## config.mk

```make
export PLATFORM = sky130hd
export DESIGN_NAME = data_transfer_manager
export DESIGN_NICKNAME = d
export VERILOG_FILES = /design/src/rtl/data_transfer_manager.sv
export SDC_FILE = /design/constraint.sdc
export NUM_CORES = 1
export LEC_CHECK = 0
export ABC_CLOCK_PERIOD_IN_PS = 4900
export CAP_MARGIN = 10
export CORE_MARGIN = 4
export CORE_UTILIZATION = 30
export CTS_CLUSTER_SIZE = 30
export DETAILED_ROUTE_END_ITERATION = 16
export PLACE_DENSITY = 0.56
export SLEW_MARGIN = 20
export SYNTH_ARGS = -nofsm -noshare
export SYNTH_HDL_FRONTEND = slang
export SYNTH_SLANG_ARGS = --single-unit
```

## constraint.sdc

```tcl
create_clock -name clk -period 4.9 [get_ports clk]
set_input_delay 0.98 -clock clk [delete_from_list [all_inputs] [get_ports clk]]
set_output_delay 0.98 -clock clk [all_outputs]
set_load 0.1 [all_outputs]
```

## src/rtl/data_transfer_manager.sv

```systemverilog
// Responder side of the DTM handshake: pops one trigger record and emits a framed
// packet (2 header words, N pass-through payload words, XOR checksum trailer).
module data_transfer_manager #(
    parameter logic [7:0]  HDR_TAG = 8'hA5,
    parameter int unsigned LEN_W   = 8
) (
    input  logic        clk,
    input  logic        rst_n,
    input  logic        run_dtm,
    input  logic [31:0] csn,
    input  logic        tm_fifo_valid,
    input  logic [31:0] tm_fifo_data,
    output logic        tm_fifo_rd_en,
    input  logic [31:0] chan_data,
    input  logic        chan_valid,
    output logic        chan_ready,
    output logic [31:0] tx_data,
    output logic        tx_valid,
    output logic        tx_last,
    input  logic        tx_ready,
    output logic        dtm_done,
    output logic        busy,
    output logic [31:0] pkt_count
);

    localparam int unsigned TRIG_W = 24;

    localparam logic [2:0] S_IDLE    = 3'd0;
    localparam logic [2:0] S_HDR0    = 3'd1;
    localparam logic [2:0] S_HDR1    = 3'd2;
    localparam logic [2:0] S_PAYLOAD = 3'd3;
    localparam logic [2:0] S_TRAILER = 3'd4;
    localparam logic [2:0] S_DONE    = 3'd5;

    logic [2:0]        state_q, state_d;
    logic [TRIG_W-1:0] trig_q, trig_d;
    logic [LEN_W-1:0]  len_q, len_d;
    logic [LEN_W-1:0]  cnt_q, cnt_d;
    logic [31:0]       csn_q, csn_d;
    logic [31:0]       chk_q, chk_d;
    logic [31:0]       pkt_q, pkt_d;

    // State and packet context registers
    always_ff @(posedge clk or negedge rst_n) begin
        if (!rst_n) begin
            state_q <= S_IDLE;
            trig_q  <= '0;
            len_q   <= '0;
            cnt_q   <= '0;
            csn_q   <= '0;
            chk_q   <= '0;
            pkt_q   <= '0;
        end else begin
            state_q <= state_d;
            trig_q  <= trig_d;
            len_q   <= len_d;
            cnt_q   <= cnt_d;
            csn_q   <= csn_d;
            chk_q   <= chk_d;
            pkt_q   <= pkt_d;
        end
    end

    assign pkt_count = pkt_q;

    // Next-state and stream outputs; header/trailer words come straight from registers
    always_comb begin
        state_d       = state_q;
        trig_d        = trig_q;
        len_d         = len_q;
        cnt_d         = cnt_q;
        csn_d         = csn_q;
        chk_d         = chk_q;
        pkt_d         = pkt_q;
        tm_fifo_rd_en = 1'b0;
        chan_ready    = 1'b0;
        tx_data       = '0;
        tx_valid      = 1'b0;
        tx_last       = 1'b0;
        dtm_done      = 1'b0;
        busy          = (state_q != S_IDLE);

        case (state_q)
            S_IDLE: begin
                // rst_n gating keeps the pop strobe low while reset is held
                if (rst_n && run_dtm && tm_fifo_valid) begin
                    tm_fifo_rd_en = 1'b1;
                    trig_d        = tm_fifo_data[TRIG_W-1:0];
                    len_d         = tm_fifo_data[31 -: LEN_W];
                    csn_d         = csn;
                    cnt_d         = '0;
                    state_d       = S_HDR0;
                end
            end
            S_HDR0: begin
                tx_valid = 1'b1;
                tx_data  = {HDR_TAG, trig_q};
                if (tx_ready) begin
                    chk_d   = {HDR_TAG, trig_q};
                    state_d = S_HDR1;
                end
            end
            S_HDR1: begin
                tx_valid = 1'b1;
                tx_data  = csn_q;
                if (tx_ready) begin
                    chk_d   = chk_q ^ csn_q;
                    state_d = (len_q != '0) ? S_PAYLOAD : S_TRAILER;
                end
            end
            S_PAYLOAD: begin
                tx_valid   = chan_valid;
                tx_data    = chan_data;
                chan_ready = tx_ready;
                if (chan_valid && tx_ready) begin
                    chk_d = chk_q ^ chan_data;
                    cnt_d = cnt_q + LEN_W'(1);
                    if (cnt_q == len_q - LEN_W'(1)) begin
                        state_d = S_TRAILER;
                    end
                end
            end
            S_TRAILER: begin
                tx_valid = 1'b1;
                tx_last  = 1'b1;
                tx_data  = chk_q;
                if (tx_ready) begin
                    pkt_d   = pkt_q + 32'd1;
                    state_d = S_DONE;
                end
            end
            S_DONE: begin
                dtm_done = 1'b1;
                if (!run_dtm) begin
                    state_d = S_IDLE;
                end
            end
            default: begin
                state_d = S_IDLE;
            end
        endcase
    end

endmodule

```

Word level (Yosys, flattened, before mapping)
Index checks and enable logic that the tools add are counted.
{ "op_classes": {"bitwise": 2, "reduce_logical": 14, "n_eq_ne": 13, "add_sub_neg": 3, "mux": 23} }
{ "ops": {"columns": ["cell", "n"], "rows": [
  ["$pmux 32 s4", 1],
  ["$mux 32", 3],
  ["$pmux 32 s3", 1],
  ["$xor 32x32->32", 2],
  ["$add 32x1->32 const B", 1],
  ["$mux 3", 8],
  ["$pmux 3 s6", 1],
  ["$mux 8", 2],
  ["$pmux 8 s2", 1],
  ["$ne 2x2->1 const B", 7],
  ["$add 8x1->8 const B", 1],
  ["$eq 8x8->1", 1],
  ["$reduce_bool 8->1", 1],
  ["$sub 8x1->8 const B", 1],
  ["$reduce_and 7->1", 1],
  ["$eq 3x2->1 const B", 2],
  ["$eq 3x3->1 const B", 2],
  ["$reduce_bool 3->1", 2],
  ["$mux 1", 5],
  ["$reduce_and 2->1", 2],
  ["$reduce_and 4->1", 1],
  ["$eq 3x1->1 const B", 1],
  ["$logic_and 1x1->1", 3],
  ["$logic_not 3->1", 1],
  ["4 further kinds", 4]
]} }
{ "word_totals": {"elab_cells": 62, "in_bits": 102, "regBits": 139, "out_inout_bits": 70} }

Longest topological paths before layout
Gate-level depths: netlist (run 1).
{ "logic_depth": {"word_depth": 5, "mapped_depth": 9, "mapped_depth_nobuf": 7} }

Least setup slack after synthesis (run 1)
OpenSTA, ideal clock, no wires.
{ "synth_path": {"kind": "reg2out", "start": "reg state_q[1]", "end": "out tx_data[10]", "path_buffers": 3, "stages_incl_launch_ff": 7, "required_ns": 3.920, "arrival_ns": 3.390, "path_slack_ns": 0.530, "path_cell_list": "dfrtp_1 > buf_2 > nor2b_1 > clkbuf_1 > buf_2 > a22oi_1 > o21ai_0"} }
{ "synth_between": {"elab_chain_len": 2, "elab_cells_between_ends": 5, "cone_classes": "eq/ne (4); mux (1)"} }
{ "synth_rtl": {"columns": ["element", "line_no", "text"], "rows": [
  ["start: declaration", "35", "logic [2:0] state_q, state_d;"],
  ["start signal: assignment", "54", "state_q <= state_d;"],
  ["$eq 3x3->1, or another cell as far along", "83", "case (state_q)"],
  ["$pmux 32 s4 *", "83", null],
  ["end: declaration", "17", "output logic [31:0] tx_data,"]
]} }
Mark *: on every way between the ends. The rest lies on a longest branch, timed or not.

Final worst setup path (run 1)
{ "layout_path": {"start": "reg state_q[1]", "end": "out tx_data[1]"} }
Same word-level chain as after synthesis.

==> run metrics, run 1 <==
Mapped Area 7610 sq um; IO buf count 171; first-pass GRT wire length 36900 um; Max-Cap Viols 0; grt total ovfl 0; critical path arrival 2.90 ns; fin area 10100 sq um; final slew viol count 0; cts hold-fix bufs 0; Reg area 3480 sq um; post-synthesis simple-gate area fraction 23.9%; initial antenna violation count 0; Crit Reg-Reg Endpoint cnt_q[7]$_DFFE_PN0P_; post-synthesis adder-cell area fraction 0.658%; critical path required time 3.92 ns; sw frac 53.0%; Worst setup EP type output port; Area Overhead vs Synth 32.7%; fillers 2541; synth warn 0; RSZ-0062 raised after global routing false; Cell Chain, Critical Path nor2b_2, buf_4, a22oi_1, o21ai_0, buf_4; die height 167 um; die area 28000 sq um; post_cts resized 0; worst vdd ir 0.572 mV; Final Wtd Congestion 0.768; Crit-path slowest cell dfrtp_2; Worst-path clk slew 0.06 ns; DR pass1 iterations 4; antenna viol nets, final 0; WS Path Type reg -> out; Total Routing Usage GR 16.4%; Vias/cell 4.87; Hold Path End pkt_count[31]$_DFFE_PN0P_; Initial DRC Count 370; Reg2Reg Depth 6; htree depth 4; CTS Buf Count 17; Synth cell types 53; Hold WC Path Type reg -> reg; Die Wd 167 um; R2R Setup Slk 2.04 ns; Via Count 6713; initial core utilization 30.4%; Worst-Margin Slew 1.15 ns; complex-gate fraction of the synthesized area 12.9%; CTS sink cnt 139; status finished clean; pwr dens 740 nW/um^2; post-DP HPWL 15800 um; synthesized instance count 887; CP max FO 20; core area 25000 sq um; worst flop-to-flop path startpoint state_q[1]$_DFFE_PN0P_; Main synth FF type dfrtp_1; Mapped Nets 993; antenna diode instance count 0; IO Count 172; root buffer cell clkbuf_16; #FFs+latches synth 139; Yosys top cell area share 45.7%; cell depth of the worst hold path 1; ys async rst share 100%; Final min period 3.88 ns; Final Hold Fails 0; Slew Limit Headroom 23.6%; CP delay by family, top buffers and inverters; # nets final 1142; CTS tree done; pin count of the biggest net entering global routing 78; # setup viols final 0; CP most frequent cell buf_4; main combinational cell family by area after synthesis simple AND/OR/NAND/NOR gates; Max Clk Rate 258 MHz; combinational cell fraction of total power 56.8%; placed cell areas 9530 sq um; crit-path max cell delay 0.70 ns; syn_area_per_cell 8.58 sq um; Synth Area in XOR/XNOR 6.22%; post-route clock period utilization 79.2%; Final TNS setup 0 ns; vias in the first global route 6648; EDFF count, synth 0; leakage 4.54 nW; Multi-input gate area 3870 sq um; final WL 23100 um; CP Buf/Inv Count 2; Routed wire per std cell 16.7 um; Fin Clk Skew 0.00741 ns; Synth area leaders dfrtp_1 (46%), nand2_1 (14%), xnor2_1 (5.2%), a21oi_1 (4.4%), mux2i_1 (3.7%); clk buf depth 2; clk_lat worst skew 0.42 ns; CP Launch Type flip-flop; post-synthesis mux area share 7.09%; switching power 0.00396 W; layout cells sized above 1 12.2%; post-synthesis sequential area ratio 45.7%; share of power burned in registers 26.7%; # DRC 0; hold path start pkt_count[31]$_DFFE_PN0P_; post-CTS setup buffer count 0; internal power 0.00351 W; area leader, netlist dfrtp_1; Rows 58; clock share of power 16.6%
per-stage QoR:
stage          util [%]  setup WS (ns)  power (W)  hold WS [ns]  cells
6_report           40.3           1.02    0.00747         0.468   1379
5_1_grt            40.3          0.901    0.00794         0.499   1379
4_1_cts            40.3           1.01    0.00753         0.476   1379
3_5_place_dp       38.1           1.47    0.00626         0.462   1347
3_3_place_gp       38.1           1.44    0.00621         0.461   1347
2_1_floorplan         -          0.530    0.00525         0.464    887
cell usage in the layout (no fill, tap or decap), drive strengths merged, types with 2 or more instances in the layout:
| cell | n |
|---|---|
| nand2 | 283 |
| dfrtp | 139 |
| clkdlybuf4s50 | 134 |
| a21oi | 67 |
| buf | 51 |
| nor2 | 48 |
| xnor2 | 45 |
| o21ai | 32 |
| a22oi | 28 |
| mux2i | 28 |
| o22ai | 25 |
| mux2 | 23 |
| nand3 | 21 |
| clkbuf | 19 |
| nor3 | 11 |
| and3 | 9 |
| xor2 | 9 |
| nand4 | 9 |
| inv | 8 |
| clkinv | 6 |
| nor2b | 5 |
| o31ai | 4 |
| and2 | 4 |
| ha | 4 |
| clkinvlp | 4 |
| nor4 | 4 |
| nand2b | 3 |
| and4 | 3 |
| or2 | 3 |
| nand3b | 3 |
| a211oi | 2 |
sequential cells by signal (all words and copies together), names as in the netlist:
name / flops
pkt_count: 32
cnt_q: 8
len_q: 8
trig_q: 24
state_q: 3
chk_q: 32
csn_q: 32
how the worst max path moves through the flow:
stage,start,end,cells after the start
final,state_q[1]$_DFFE_PN0P_,tx_data[1],5
after global routing,state_q[1]$_DFFE_PN0P_,tx_data[12],5
after CTS,state_q[1]$_DFFE_PN0P_,busy,4
after detailed placement,state_q[1]$_DFFE_PN0P_,busy,4
after global placement,state_q[1]$_DFFE_PN0P_,tx_data[1],5
after floorplan,state_q[1]$_DFFE_PN0P_,tx_data[10],6
power by group through the flow:
stage,logic (W),registers [W],clock network [W]
3_5_place_dp,0.00426,0.00200,0
4_1_cts,0.00427,0.00199,0.00127
6_report,0.00424,0.00199,0.00124
2_1_floorplan,0.00338,0.00188,0
3_3_place_gp,0.00421,0.00200,0
5_1_grt,0.00456,0.00205,0.00132
logic make-up after synthesis:
family,count (synthesis)
AOI/OAI and AO/OA,167
xor gates and xnor gates,54
adders and majority gates,4
buffers and inverters,61
DFF,139
muxes,51
and+or+nand+nor,411
final cells by class:
class                   count  share of cell area [%]
multi-input cells         687                    38.4
inverters                   6                   0.223
clock buffers              19                    4.39
well taps                 330                    4.09
clock inverters            13                    1.18
repair buffers            185                    17.3
flip-flops and latches    139                    34.5
per-layer routing:
layer  GRT usage, %  share of wire (%)
met1           22.7                 46
met3           3.02                5.4
met5              0                  0
met2           26.1                 47
met4           4.94                1.4
Yosys cell counts (all sizes together) (2+ instances only):
cell / count
nand2: 283
nor2b: 5
nand3b: 3
nor2: 48
ha: 4
o22ai: 25
buf: 35
xnor2: 45
mux2i: 28
o31ai: 4
a211oi: 2
nor3: 11
dfrtp: 139
nand4: 9
nand2b: 3
or2: 3
o21ai: 32
nor4: 4
a21oi: 67
inv: 6
clkbuf: 20
and4: 3
xor2: 9
a22oi: 28
and3: 9
nand3: 21
mux2: 23
and2: 4
Note: power is estimated with default switching activity, not from simulation.
==> inputs of run 2 (changes only) <==
--- a/config.mk
+++ b/config.mk
@@ -5,13 +5,13 @@
 export SDC_FILE = /design/constraint.sdc
 export NUM_CORES = 1
 export LEC_CHECK = 0
-export ABC_CLOCK_PERIOD_IN_PS = 4900
+export ABC_CLOCK_PERIOD_IN_PS = 3180
 export CAP_MARGIN = 10
 export CORE_MARGIN = 4
 export CORE_UTILIZATION = 30
 export CTS_CLUSTER_SIZE = 30
 export DETAILED_ROUTE_END_ITERATION = 16
-export PLACE_DENSITY = 0.56
+export PLACE_DENSITY = 0.58
 export SLEW_MARGIN = 20
 export SYNTH_ARGS = -nofsm -noshare
 export SYNTH_HDL_FRONTEND = slang
==> constraint.sdc (replaced) <==
create_clock -name clk -period 3.18 [get_ports clk]
set_input_delay 0.636 -clock clk [delete_from_list [all_inputs] [get_ports clk]]
set_output_delay 0.636 -clock clk [all_outputs]
set_load 0.1 [all_outputs]
==> run 2 against run 1 <==
- wire length rose by 2.7%
- first-iteration DRC count rose by 21%
- register-to-register slack got worse by 1.3 ns
- clock skew rose by 0.0041 ns
- sequential power rose by 53%
- via count rose by 0.97%
- flip-flop and latch count did not move
- critical path depth did not move
- final cell count rose by 0.44%
- clock power rose by 55%
- total power rose by 71%
- critical endpoint is now tx_data[22]
- largest cell class unchanged
- largest power group unchanged
==> run metrics, run 2 (same netlist as run 1, synthesis figures left out) <==
Max Clk Rate 334 MHz; # nets final 1148 (+0.53%); IO Count 172 (unchanged); root buffer cell clkbuf_16; Total Routing Usage GR 17.0% (+0.64 points); vias in the first global route 6921 (+4.1%); internal power 0.00634 W (+81%); switching power 0.00643 W (+62%); antenna viol nets, final 0 (unchanged); die area 28000 sq um (unchanged); Routed wire per std cell 17.1 um (+2.2%); WS Path Type reg -> out; WL met3 868 um (-31%); Die Wd 167 um (unchanged); Final Wtd Congestion 0.783 (+1.9%); CTS tree done; pin count of the biggest net entering global routing 140 (+79%); wl on met1 10900 um (+3.2%); fin cells 1385 (+0.44%); share of power burned in registers 23.9% (-2.8 points); final slew viol count 0 (unchanged); DR pass1 iterations 4 (unchanged); pwr dens 1200 nW/um^2 (+62%); Via Count 6778 (+0.97%); sw frac 50.4% (-2.6 points); top routing layer used met4; clock share of power 15.0% (-1.6 points); Worst-Margin Slew 0.866 ns (-0.280 ns); clk_lat worst skew 0.43 ns (about the same); critical path required time 2.54 ns (-1.38 ns); cts hold-fix bufs 0 (unchanged); Worst setup EP type output port; Initial DRC Count 448 (+21%); post-DP HPWL 16000 um (+0.75%); final WL 23700 um (+2.7%); placed cell count 1353 (+0.45%); post_cts resized 0 (unchanged); # DRC 0 (unchanged); first-pass GRT wire length 38000 um (+3.1%); Area Overhead vs Synth 39.8%; die height 167 um (unchanged); Final min period 3.00 ns; CTS sink cnt 139 (unchanged); htree depth 4 (unchanged); initial core utilization 30.4% (unchanged); most frequent cells in the layout nand2_1 (283), dfrtp_1 (136), clkdlybuf4s50_1 (100); post-CTS setup buffer count 0 (unchanged); post-route clock period utilization 94.2%; Slew Limit Headroom 42.2% (+19 points); combinational cell fraction of total power 61.1% (+4.3 points); leakage 4.83 nW (+6.5%); WL met2 11200 um (+2.8%); status finished clean; placed cell areas 10100 sq um (+5.7%); Vias/cell 4.89 (+0.53%); grt total ovfl 0 (unchanged); critical path arrival 2.36 ns (-0.54 ns); # setup viols final 0 (unchanged); initial antenna violation count 1 (+1); Fin Clk Skew 0.0115 ns (+0.00413 ns); Final Hold Fails 0 (unchanged); Max-Cap Viols 0 (unchanged); commonest non-fill, non-tap cell in the layout nand2_1; layout cells sized above 1 18.2% (+6.0 points); CP max FO 24 (+20%); core area 25000 sq um (unchanged); clk buf depth 2 (unchanged); Worst-path clk slew 0.06 ns (about the same); RSZ-0062 raised after global routing false; fin area 10600 sq um (+5.4%); worst vdd ir 0.635 mV (+11%); CTS Buf Count 17 (unchanged); IO buf count 171 (unchanged); Rows 58 (unchanged); Hold WC Path Type in -> async; CP Launch Type flip-flop; fillers 2529 (-0.47%)
==> run 2: worst paths after layout <==
check                                             to  slack, ns                       from  cells past startpoint
max                                      tx_data[22]       0.18     state_q[1]$_DFFE_PN0P_                      5
min reg2reg                pkt_count[31]$_DFFE_PN0P_       0.47  pkt_count[31]$_DFFE_PN0P_                      1
max reg2reg                    chk_q[11]$_DFFE_PN0P_       0.73     state_q[0]$_DFFE_PN0P_                      7
min in group clk           pkt_count[31]$_DFFE_PN0P_       0.47  pkt_count[31]$_DFFE_PN0P_                      1
min                        pkt_count[20]$_DFFE_PN0P_       0.26                      rst_n                      2
max in group asynchronous     state_q[1]$_DFFE_PN0P_       2.15                      rst_n                      2
==> run 2: per-stage QoR <==
stage / hold WS [ns] / setup TNS [ns] / worst slack, ns / total power, W / util, %
finish: 0.258 / 0 / 0.184 / 0.0128 / 42.5
global route: 0.391 / 0 / 0.0619 / 0.0135 / 42.5
CTS: 0.391 / 0 / 0.161 / 0.0129 / 42.5
detailed placement: 0.469 / 0 / 0.504 / 0.0109 / 40.2
global placement: 0.464 / 0 / 0.571 / 0.0108 / 40.2
floorplan: 0.340 / -0.0907 / -0.0907 / 0.00826 / -
==> run 2: routing by layer <==
metal | vias to the layer above | GRT usage, %
li1 | 3338 | -
met1 | 3233 | 22.6
met2 | 174 | 27.5
met3 | 33 | 3.19
met4 | 0 | 6.95
met5 | - | 0
==> run 2: cell type report <==
cell class / count / area [sq um] / area share [%]
repair buffers: 191 / 2190 / 20.6
multi-input cells: 687 / 3970 / 37.3
clock inverters: 14 / 138 / 1.29
diodes: 1 / 2.50 / 0.0235
flip-flops and latches: 139 / 3480 / 32.7
inverters: 6 / 22.5 / 0.212
clock buffers: 17 / 425 / 4.00
well taps: 330 / 413 / 3.88
==> run 2: power groups by stage <==
stage	Clock [W]	Combinational [W]	Sequential (W)
finish	0.00192	0.00780	0.00305
global route	0.00205	0.00828	0.00314
CTS	0.00198	0.00787	0.00305
detailed placement	0	0.00785	0.00307
global placement	0	0.00776	0.00305
floorplan	0	0.00537	0.00289
==> run 2: worst max-delay path, cell delays in order, from the launching register on <==
cell and delay (ns):
dfrtp_2 0.71, buf_4 0.36, mux2_2 0.37, a22oi_1 0.18
o21ai_2 0.12, buf_12 0.19
